**src/rtl/chacha20_stream_ctrl.sv**
```systemverilog
// chacha20_stream_ctrl: sequences ChaCha20 block-function runs and downstream keystream handshakes per 64-byte block.
// Optional block-function watchdog is enabled by defining CHACHA_CTRL_WDOG_EN.
module chacha20_stream_ctrl #(
  parameter int CTR_W = 32,
  parameter int LEN_W = 32,
  parameter int WDOG_CYCLES = 255
) (
  input  logic             clk,
  input  logic             rst,
  input  logic             start,
  input  logic [LEN_W-1:0] msg_len,
  input  logic [CTR_W-1:0] init_counter,
  output logic             bf_start,
  output logic [CTR_W-1:0] bf_counter,
  input  logic             bf_done,
  output logic             ks_valid,
  input  logic             ks_ready,
  output logic [6:0]       byte_count,
  output logic             last_block,
  output logic             busy,
  output logic             done,
  output logic             err_ovf
);
  localparam logic [2:0] IDLE = 3'd0, START = 3'd1, WAIT_BF = 3'd2, HOLD = 3'd3, DONE = 3'd4, ERR = 3'd5;
  logic [2:0]     state;
  logic [LEN_W:0] blocks_left;
  logic [5:0]     tail;
  logic           take, wd_exp;
  assign take       = start && (state == IDLE || state == ERR);
  assign bf_start   = state == START;
  assign ks_valid   = state == HOLD;
  assign done       = state == DONE;
  assign busy       = state != IDLE && state != ERR;
  assign last_block = ks_valid && blocks_left == (LEN_W+1)'(1);
  // a zero tail means the final block is a full 64 bytes
  assign byte_count = !ks_valid ? 7'd0 : (last_block && tail != 6'd0) ? {1'b0, tail} : 7'd64;
`ifdef CHACHA_CTRL_WDOG_EN
  localparam int WD_W = ($clog2(WDOG_CYCLES + 1) > 8) ? $clog2(WDOG_CYCLES + 1) : 8;
  logic [WD_W-1:0] wd;
  assign wd_exp = state == WAIT_BF && wd == WD_W'(WDOG_CYCLES - 1);
  always_ff @(posedge clk or negedge rst)
    if (!rst) wd <= '0;
    else wd <= (state == WAIT_BF) ? wd + WD_W'(1) : '0;
`else
  assign wd_exp = 1'b0;
`endif
  always_ff @(posedge clk or negedge rst) begin
    if (!rst) begin
      state       <= IDLE;
      bf_counter  <= '0;
      blocks_left <= '0;
      tail        <= '0;
      err_ovf     <= 1'b0;
    end else if (take) begin
      tail        <= msg_len[5:0];
      bf_counter  <= init_counter;
      blocks_left <= ({1'b0, msg_len} + (LEN_W+1)'(63)) >> 6;
      err_ovf     <= 1'b0;
      state       <= (msg_len == '0) ? DONE : START;
    end else begin
      case (state)
        START: state <= WAIT_BF;
        WAIT_BF:
          if (bf_done) state <= HOLD;
          else if (wd_exp) begin
            err_ovf <= 1'b1;
            state   <= ERR;
          end
        HOLD:
          if (ks_ready) begin
            blocks_left <= blocks_left - (LEN_W+1)'(1);
            if (last_block) state <= DONE;
            else if (&bf_counter) begin
              err_ovf <= 1'b1;
              state   <= ERR;
            end else begin
              bf_counter <= bf_counter + CTR_W'(1);
              state      <= START;
            end
          end
        DONE: state <= IDLE;
        IDLE, ERR: ;
        default: state <= IDLE;
      endcase
    end
  end
endmodule

```
**config.mk**
```make
export PLATFORM = sky130hd
export DESIGN_NAME = chacha20_stream_ctrl
export DESIGN_NICKNAME = d
export VERILOG_FILES = /design/src/rtl/chacha20_stream_ctrl.sv
export SDC_FILE = /design/constraint.sdc
export NUM_CORES = 1
export LEC_CHECK = 0
export CAP_MARGIN = 30
export CORE_UTILIZATION = 64
export CTS_BUF_LIST = sky130_fd_sc_hd__clkbuf_8
export CTS_CLUSTER_DIAMETER = 150
export CTS_CLUSTER_SIZE = 12
export DETAILED_ROUTE_END_ITERATION = 10
export DONT_BUFFER_PORTS = 1
export PLACE_DENSITY = 0.8
export SYNTH_ARGS = -nofsm -noshare
export SYNTH_HDL_FRONTEND = slang
export SYNTH_SLANG_ARGS = --single-unit
```
**constraint.sdc**
```tcl
create_clock -name clk -period 3.05 [get_ports clk]
set_input_delay 0.305 -clock clk [delete_from_list [all_inputs] [get_ports clk]]
set_output_delay 0.305 -clock clk [all_outputs]
set_load 0.05 [all_outputs]
```
* Word level (Yosys, flattened, before mapping)
Cells that the tools add are included.
** Cells by class
- $lt $le $gt $ge :: 0
- Muxes and demuxes :: 22
- Equal/unequal tests :: 12
- Shift-type cells :: 0
- $mul :: 0
- Bitwise gates (word level) :: 0
- Div/mod/pow operators :: 0
- Add/subtract/negate cells :: 3
- Reductions and logical operators :: 18
** Operator list (number)
- two-way mux 32 bit :: 5
- two-way mux 33 bit :: 3
- adder 32 x 6 -> 33 bit, second input constant :: 1
- equality test 33 x 1 -> 1 bit, second input constant :: 1
- subtractor 33 x 1 -> 33 bit, second input constant :: 1
- adder 32 x 1 -> 32 bit, second input constant :: 1
- logical NOT 32 bit :: 1
- AND reduction 32 bit :: 1
- two-way mux 3 bit :: 6
- two-way mux 7 bit :: 2
- one-hot mux 3 bit (4 select lines) :: 1
- AND reduction 4 bit :: 2
- equality test 3 x 2 -> 1 bit, second input constant :: 2
- equality test 3 bit, second input constant :: 2
- inequality test 3 bit, second input constant :: 2
- nonzero test 2 bit :: 3
- nonzero test 6 bit :: 1
- two-way mux 1 bit :: 5
- logical AND 1 bit :: 4
- inequality test 2 bit, second input constant :: 2
- equality test 3 x 1 -> 1 bit, second input constant :: 1
- logical NOT 3 bit :: 1
- inequality test 3 x 1 -> 1 bit, second input constant :: 1
- AND reduction 3 bit :: 1
- other kinds (5) :: 5
** Word-level totals
- Memory bits (read-only) :: 0
- RAM bits :: 0
- Latch bits :: 0
- Memories :: 0
- Flip-flop bits (word level) :: 75
- Output and inout bits :: 45

* Logic depth before layout (Yosys ltp)
Gate-level depths: netlist (run 1).
- Word-level depth :: 6
- Mapped depth :: 9

* Worst setup path before layout (run 1)
OpenSTA, ideal clock, no wires.
- Kind :: flip-flop to output port
- Start point :: register blocks_left[2]
- End point :: output port byte_count[0]
- Path slack :: -0.684 ns
- Stages on the path, launching flop included :: 9
- Buffers on the path :: 2
- Arrival :: 3.429 ns
- Path through :: dfrtp_1 > or4_4 > or3_1 > buf_2 > nor4_1 > buf_2 > nand2_1 > nor2_1 > and2_1
** On the way
- Cells in the longest elaborated chain, start to end :: 5
** RTL lines
- start: declaration :: line 26 : logic [LEN_W:0] blocks_left;
- start signal: assignment :: line 57 : blocks_left <= ({1'b0, msg_len} + (LEN_W+1)'(63)) >> 6;
- start signal: assignment :: line 71 : blocks_left <= blocks_left - (LEN_W+1)'(1);
- equality test 33 x 1 -> 1 bit :: line 34 : assign last_block = ks_valid && blocks_left == (LEN_W+1)'(1);
- logical AND 1 bit :: line 34
- net last_block :: line 19 : output logic last_block,
- logical AND 1 bit :: line 36 : assign byte_count = !ks_valid ? 7'd0 : (last_block && tail != 6'd0) ? {1'b0, tail} : 7'd64;
- two-way mux 7 bit (2 in series) :: line 36
- end: declaration :: line 18 : output logic [6:0] byte_count,
The timed path passes the listed nets, and every way through them passes these cells.

* Final worst setup path (run 1)
- Start point :: register blocks_left[5]
- End point :: output port byte_count[1]
** On the way
- Cells in the longest elaborated chain, start to end :: 5
** RTL lines (line)
- equality test 33 x 1 -> 1 bit :: 34
- logical AND 1 bit :: 34
- logical AND 1 bit :: 36
- two-way mux 7 bit (2 in series) :: 36
No other way between the ends.

==> results of run 1 <==
-- Yosys cell counts (7+ instances only) --
master	count
or3_1	8
o21ai_0	11
nor4_1	21
o31ai_1	7
xnor2_1	42
a31oi_1	10
nand4_1	17
a21oi_1	30
nand3_1	26
nand2_1	60
mux2i_1	13
nor3_1	26
xor2_1	19
inv_1	13
and2_1	10
a2111oi_0	9
nor2_1	80
dfrtp_1	75
clkbuf_1	21
or4_1	10
a211oi_1	8
-- layout by cell type, fill, tap and decap left out, drive strengths merged, types with 19 or more instances in the layout --
cell    n
nand2  60
buf    53
dfrtp  75
xnor2  42
xor2   19
nand3  26
nor3   26
nor2   81
a21oi  30
nor4   21
-- layer usage --
| metal | part of all wire [%] | vias up | wire (um) |
|---|---|---|---|
| met1 | 41 | 2353 | 5620 |
| met3 | 8.9 | 35 | 1230 |
| li1 | - | 2238 | - |
| met4 | 2.1 | 0 | 291 |
| met5 | 0 | - | 0 |
| met2 | 48 | 293 | 6670 |
-- what timing repair did --
| item | CTS | global route |
|---|---|---|
| setup endpoints to repair | 8 | 7 |
| pin swaps | 3 | 4 |
| hold buffers | 2 | 0 |
| endpoints found under the hold margin | 75 | 0 |
| setup buffers | 0 | 1 |
| resized for setup | 2 | 1 |
-- state kept, by name, summed over array words and instances (netlist names) --
register and flops:
bf_counter 32, tail 6, state 3, blocks_left 33, err_ovf 1
-- worst paths after layout --
kind / start / endpoint / slack (ns) / cells after the start
max reg2reg: blocks_left[5]$_DFFE_PN0P_ / bf_counter[3]$_DFFE_PN0P_ / 0.14 / 7
min in group asynchronous: rst / bf_counter[6]$_DFFE_PN0P_ / 0.51 / 2
min reg2reg: tail[1]$_DFFE_PN0P_ / tail[1]$_DFFE_PN0P_ / 0.51 / 2
min: ks_ready / state[1]$_DFFE_PN0P_ / 0.04 / 1
max: blocks_left[5]$_DFFE_PN0P_ / byte_count[1] / 0.08 / 6
max in group asynchronous: rst / tail[5]$_DFFE_PN0P_ / 2.22 / 2
-- cell type report --
type / count / area, um2 / area share (%)
multi-input cells: 478 / 3000 / 52.5
flip-flops and latches: 75 / 1880 / 32.8
repair buffers: 54 / 440 / 7.70
clock buffers: 11 / 151 / 2.65
well taps: 99 / 124 / 2.17
clock inverters: 5 / 76.3 / 1.34
inverters: 13 / 48.8 / 0.854
-- power by group through the flow --
| stage | Combinational (mW) | Clock, mW | Sequential [mW] |
|---|---|---|---|
| after global placement | 2.85 | 0 | 1.89 |
| after CTS | 2.99 | 0.882 | 1.92 |
| final | 3.01 | 0.890 | 1.94 |
| after detailed placement | 2.94 | 0 | 1.93 |
| after floorplan | 1.48 | 0 | 2.56 |
| after global routing | 3.23 | 0.926 | 1.99 |
-- logic make-up (layout without fill, tap and decap cells) --
kind of cell	count (synthesis)	in the layout	share of synthesized area [%]
simple gates	296	296	30.1
compound gates	105	105	14.5
flops	75	75	37.7
xor+xnor	61	61	10.7
buf+inv	41	83	3.60
mux	13	13	2.62
fa+ha+maj	3	3	0.755
-- worst max-delay path, cell delays in order (launching register included) --
cell     delay, ns
dfrtp_1       0.42
or4_4         0.57
or3_4         0.39
nor4_4        0.29
nand2_2       0.15
nor2_4        0.23
and2_4        0.27
-- stage by stage --
step | power [mW] | hold WS, ns
after CTS | 5.79 | 0.0450
after floorplan | 4.05 | 0.00941
after detailed placement | 4.87 | 0.0109
final | 5.84 | 0.0405
after global routing | 6.15 | 0.0487
after global placement | 4.74 | 0.0110
==> impl_results.md, run 1 <==
- Cell count after synthesis: 594
- Final net count: 703
- Max Freq: 0.336 GHz
- Relative slew slack: 33.6%
- Filler cells: 539
- Top-area cell type share of the netlist area: 37.7%
- Clock Latency Late Sink: 0.35 ns
- Crit start category: register
- Avg Inst Size Synth: 8.38 um2
- RSZ-0062 raised after global routing: no
- Period Utilization, post-route: 97.5%
- Maximum VDD drop: 708 uV
- Status: completed
- Via/cell ratio: 6.69
- Met1 usage in global routing: 46.8%
- Post-Route Utilization: 77.6%
- Endpoints failing setup: 0
- Area grow syn2layout: 14.9%
- CTS sink cnt: 75
- Gr usage total: 34.8%
- Comb power frac: 51.6%
- Boundary pin count: 114
- DR pass1 iterations: 5
- Synth area leaders: dfrtp_1 38%, xnor2_1 7.4%, nor2_1 6.0%
- Core area: 0.00737 mm2
- GR met2 Demand/Resource: 56.9%
- Synth warn: 0
- Mapped Area: 0.00497 mm2
- Die Height: 90.2 um
- Critical path endpoint category: output port
- Pre-CTS WS: 0.212 ns
- Clock network power share: 15.2%
- Max Root-Sink Buffers: 2
- Clock Skew: 0.0122 ns
- GP Congestion: 0.887
- Fin area: 0.00572 mm2
- Setup Total Neg Slack: 0 ns
- DRC Markers: 0
- Slew Limit Fails: 0
- Post-synth net total: 666
- Final wirelength: 13800 um
- Vias: 4919
- Antenna violations before repair: 0
- Max-Cap Viols: 0
- Initial drt markers: 416
- Die width: 90.2 um
- First-pass GRT wire length: 22800 um
- Slew @ Worst Pin: 0.992 ns
- Post-synth EDFFs: 0
- Critical path type: register to output port
- Leakage: 2.25 nW
- Critical path fanouts, max: 7
- CTS tree: yes
- Placed Cells: 717
- Vias in the first global route: 4687
- Reg clk slew, reported paths: 0.08 ns
- Port-buffer cells: 0
- Final WS setup: 0.0776 ns
- Largest net degree at the start of global routing: 76
- Non-filler cells, final: 735
- Layout cell share with drive strength beyond 1: 14.5%
- Num CTS Buffers: 9
- Clock Tree Root: clkbuf_8
- Grt total ovfl: 0
- Routed len/inst: 18.8 um
- Synth async-reset ratio: 100%
- Initial Util: 67.5%
- Reg power frac: 33.2%
- CTS H-tree lvls: 3
- Critical Path AT: 2.67 ns
- #FFs+latches synth: 75
- # diodes: 0
- Cell variety after synth: 61
- Die Area: 0.00813 mm2
- ANT nets after route: 0
- Top FF cell, synth: dfrtp_1
- Endpoints failing hold: 0
- Seq/Total Area, Yosys: 37.7%
- Power per cell area: 1020 mW/mm2
- Net Sw Frac: 50.0%
- GR peak layer: met2
- M3 GR Usage: 6.18%
- WP data required: 2.74 ns
- Fin crit period: 2.97 ns
- Placed inst area: 0.00544 mm2
- Worst Hold Class: input port to register
- Pint: 2.92 mW
- Num rows: 31
- Switching power: 2.92 mW
- Cell taking the most area after synthesis: dfrtp_1
- Dpl hpwl: 10000 um
Power figures use the tool's default switching activity.
==> run 2: changes to the inputs <==
--- a/config.mk
+++ b/config.mk
@@ -12,6 +12,7 @@
 export CTS_CLUSTER_SIZE = 12
 export DETAILED_ROUTE_END_ITERATION = 10
 export DONT_BUFFER_PORTS = 1
+export HOLD_SLACK_MARGIN = 0.06
 export PLACE_DENSITY = 0.8
 export SYNTH_ARGS = -nofsm -noshare
 export SYNTH_HDL_FRONTEND = slang
==> impl_results.md, run 2 (same netlist as run 1, synthesis figures left out) <==
- Hold Worst Slack: 0.0640 ns
- Dpl hpwl: 10000 um
- Grt total ovfl: 0
- R2R setup slack: 0.15 ns
- Worst path bufs/invs: 0
- First-pass GRT wire length: 22900 um
- DRC Markers: 0
- Reg2Reg Depth: 7
- DR pass1 iterations: 5
- Most frequent cells in the layout: 79 x nor2_1, 75 x dfrtp_1, 58 x nand2_1, 51 x buf_4, 42 x xnor2_1
- Critical path endpoint category: output port
- # diodes: 0
- RSZ-0062 raised after global routing: no
- Delay-heaviest family, CP: simple AND/OR/NAND/NOR gates
- Antenna violations before repair: 0
- Max incr delay on CP: 0.56 ns
- Worst-path cell chain: or4_4 > or3_4 > nor4_4 > nand2_2 > nor2_4 > and2_4
- Critical path fanouts, max: 7
- Port-buffer cells: 0
- Reg clk slew, reported paths: 0.08 ns
- Power per cell area: 1020 mW/mm2
- Final WS setup: 0.0945 ns
- Largest net degree at the start of global routing: 76
- Routed len/inst: 18.8 um
- Num rows: 31
- GP Congestion: 0.887
- Worst Hold Class: input port to register
- Gr usage total: 34.9%
- Initial drt markers: 430
- Vias: 4956
- Die width: 90.2 um
- FF-to-FF End: bf_counter[3]$_DFFE_PN0P_
- Crit path capture: byte_count[1]
- Status: completed
- Max-Cap Viols: 0
- Endpoints failing hold: 0
- Max Freq: 0.338 GHz
- Relative slew slack: 32.6%
- CTS H-tree lvls: 3
- Start point of the critical path: blocks_left[5]$_DFFE_PN0P_
- Boundary pin count: 114
- Clock Skew: 0.00933 ns
- Multi-input gate area: 0.00300 mm2
- Maximum VDD drop: 704 uV
- Final wirelength: 13900 um
- ANT nets after route: 0
- Clock Latency Late Sink: 0.35 ns
- Slew @ Worst Pin: 1.01 ns
- Crit start category: register
- Max reg flops: 33
- Critical Path AT: 2.65 ns
- WP data required: 2.74 ns
- Reg-to-reg startpoint: blocks_left[5]$_DFFE_PN0P_
- Final net count: 707
- Fin crit period: 2.96 ns
- Setup Total Neg Slack: 0 ns
- CTS tree: yes
- Via/cell ratio: 6.71
- Initial Util: 67.5%
- Worst path depth: 6
- Clock Tree Root: clkbuf_8
- Critical path type: register to output port
- Slew Limit Fails: 0
- Leakage: 2.27 nW
- Top Registers: blocks_left x33, bf_counter x32, tail x6
- Top reg by flops: blocks_left
- Die Height: 90.2 um
- Core area: 0.00737 mm2
- Layout cell share with drive strength beyond 1: 14.4%
- Pre-CTS WS: 0.212 ns
- Num CTS Buffers: 9
- Endpoints failing setup: 0
- CTS sink cnt: 75
- Max Root-Sink Buffers: 2
- Die Area: 0.00813 mm2
- Vias in the first global route: 4707
- Commonest non-fill, non-tap cell in the layout: nor2_1
- Area grow syn2layout: 15.7%
- Period Utilization, post-route: 96.9%
- CP max stage cell: or4_4
- Reg area: 0.00188 mm2
- Filler cells: 535
==> run 2: cell count changes in the layout (fill, tap and decap cells not counted), sizes merged <==
cell / delta
dlygate4sd3: +4
==> run 2: worst min path at each step <==
| stage | from | to | depth (start not counted) |
|---|---|---|---|
| 3_5_place_dp | rst | bf_counter[0]$_DFFE_PN0P_ | 0 |
| 6_report | msg_len[4] | tail[4]$_DFFE_PN0P_ | 2 |
| 2_1_floorplan | rst | bf_counter[0]$_DFFE_PN0P_ | 0 |
| 5_1_grt | msg_len[4] | tail[4]$_DFFE_PN0P_ | 2 |
| 4_1_cts | msg_len[4] | tail[4]$_DFFE_PN0P_ | 2 |
| 3_3_place_gp | rst | bf_counter[0]$_DFFE_PN0P_ | 0 |
==> run 2: area by class of cell <==
class	count	share of cell area (%)
timing repair buffer	58	8.35
sequential	75	32.6
inverter	13	0.848
tap	99	2.15
clock buffer	11	2.63
multi-input combinational	478	52.1
clock inverter	5	1.33
==> run 2: per-stage QoR <==
stage	util [%]	total power, mW	area [um2]	instances
3_3_place_gp	73.8	4.74	5440	717
2_1_floorplan	-	4.05	5000	594
6_report	78.1	5.84	5760	739
5_1_grt	78.1	6.16	5760	739
3_5_place_dp	73.8	4.87	5440	717
4_1_cts	78.0	5.80	5750	739
==> run 2: report_power, final <==
| part | internal, mW | leakage (nW) | switching (mW) |
|---|---|---|---|
| registers | 1.43 | 0.887 | 0.506 |
| clock network | 0.502 | 0.117 | 0.386 |
| logic | 0.990 | 1.26 | 2.03 |
==> run 2: metal layers <==
metal | track usage [%] | vias to the layer above | part of all wire, % | wire length (um)
met2 | 57.2 | 258 | 48 | 6680
met1 | 46.9 | 2407 | 41 | 5760
li1 | - | 2252 | - | -
met4 | 11.7 | 0 | 2.3 | 318
met5 | 0 | - | 0 | 0
met3 | 6.09 | 39 | 8.2 | 1140
==> run 2: repair_timing <==
item	CTS	global route
pin swaps	3	4
endpoints found under the hold margin	79	0
endpoints found under the setup margin	8	7
cloned	0	0
hold buffers	6	0
buffers inserted	0	1
gates resized for setup	2	1
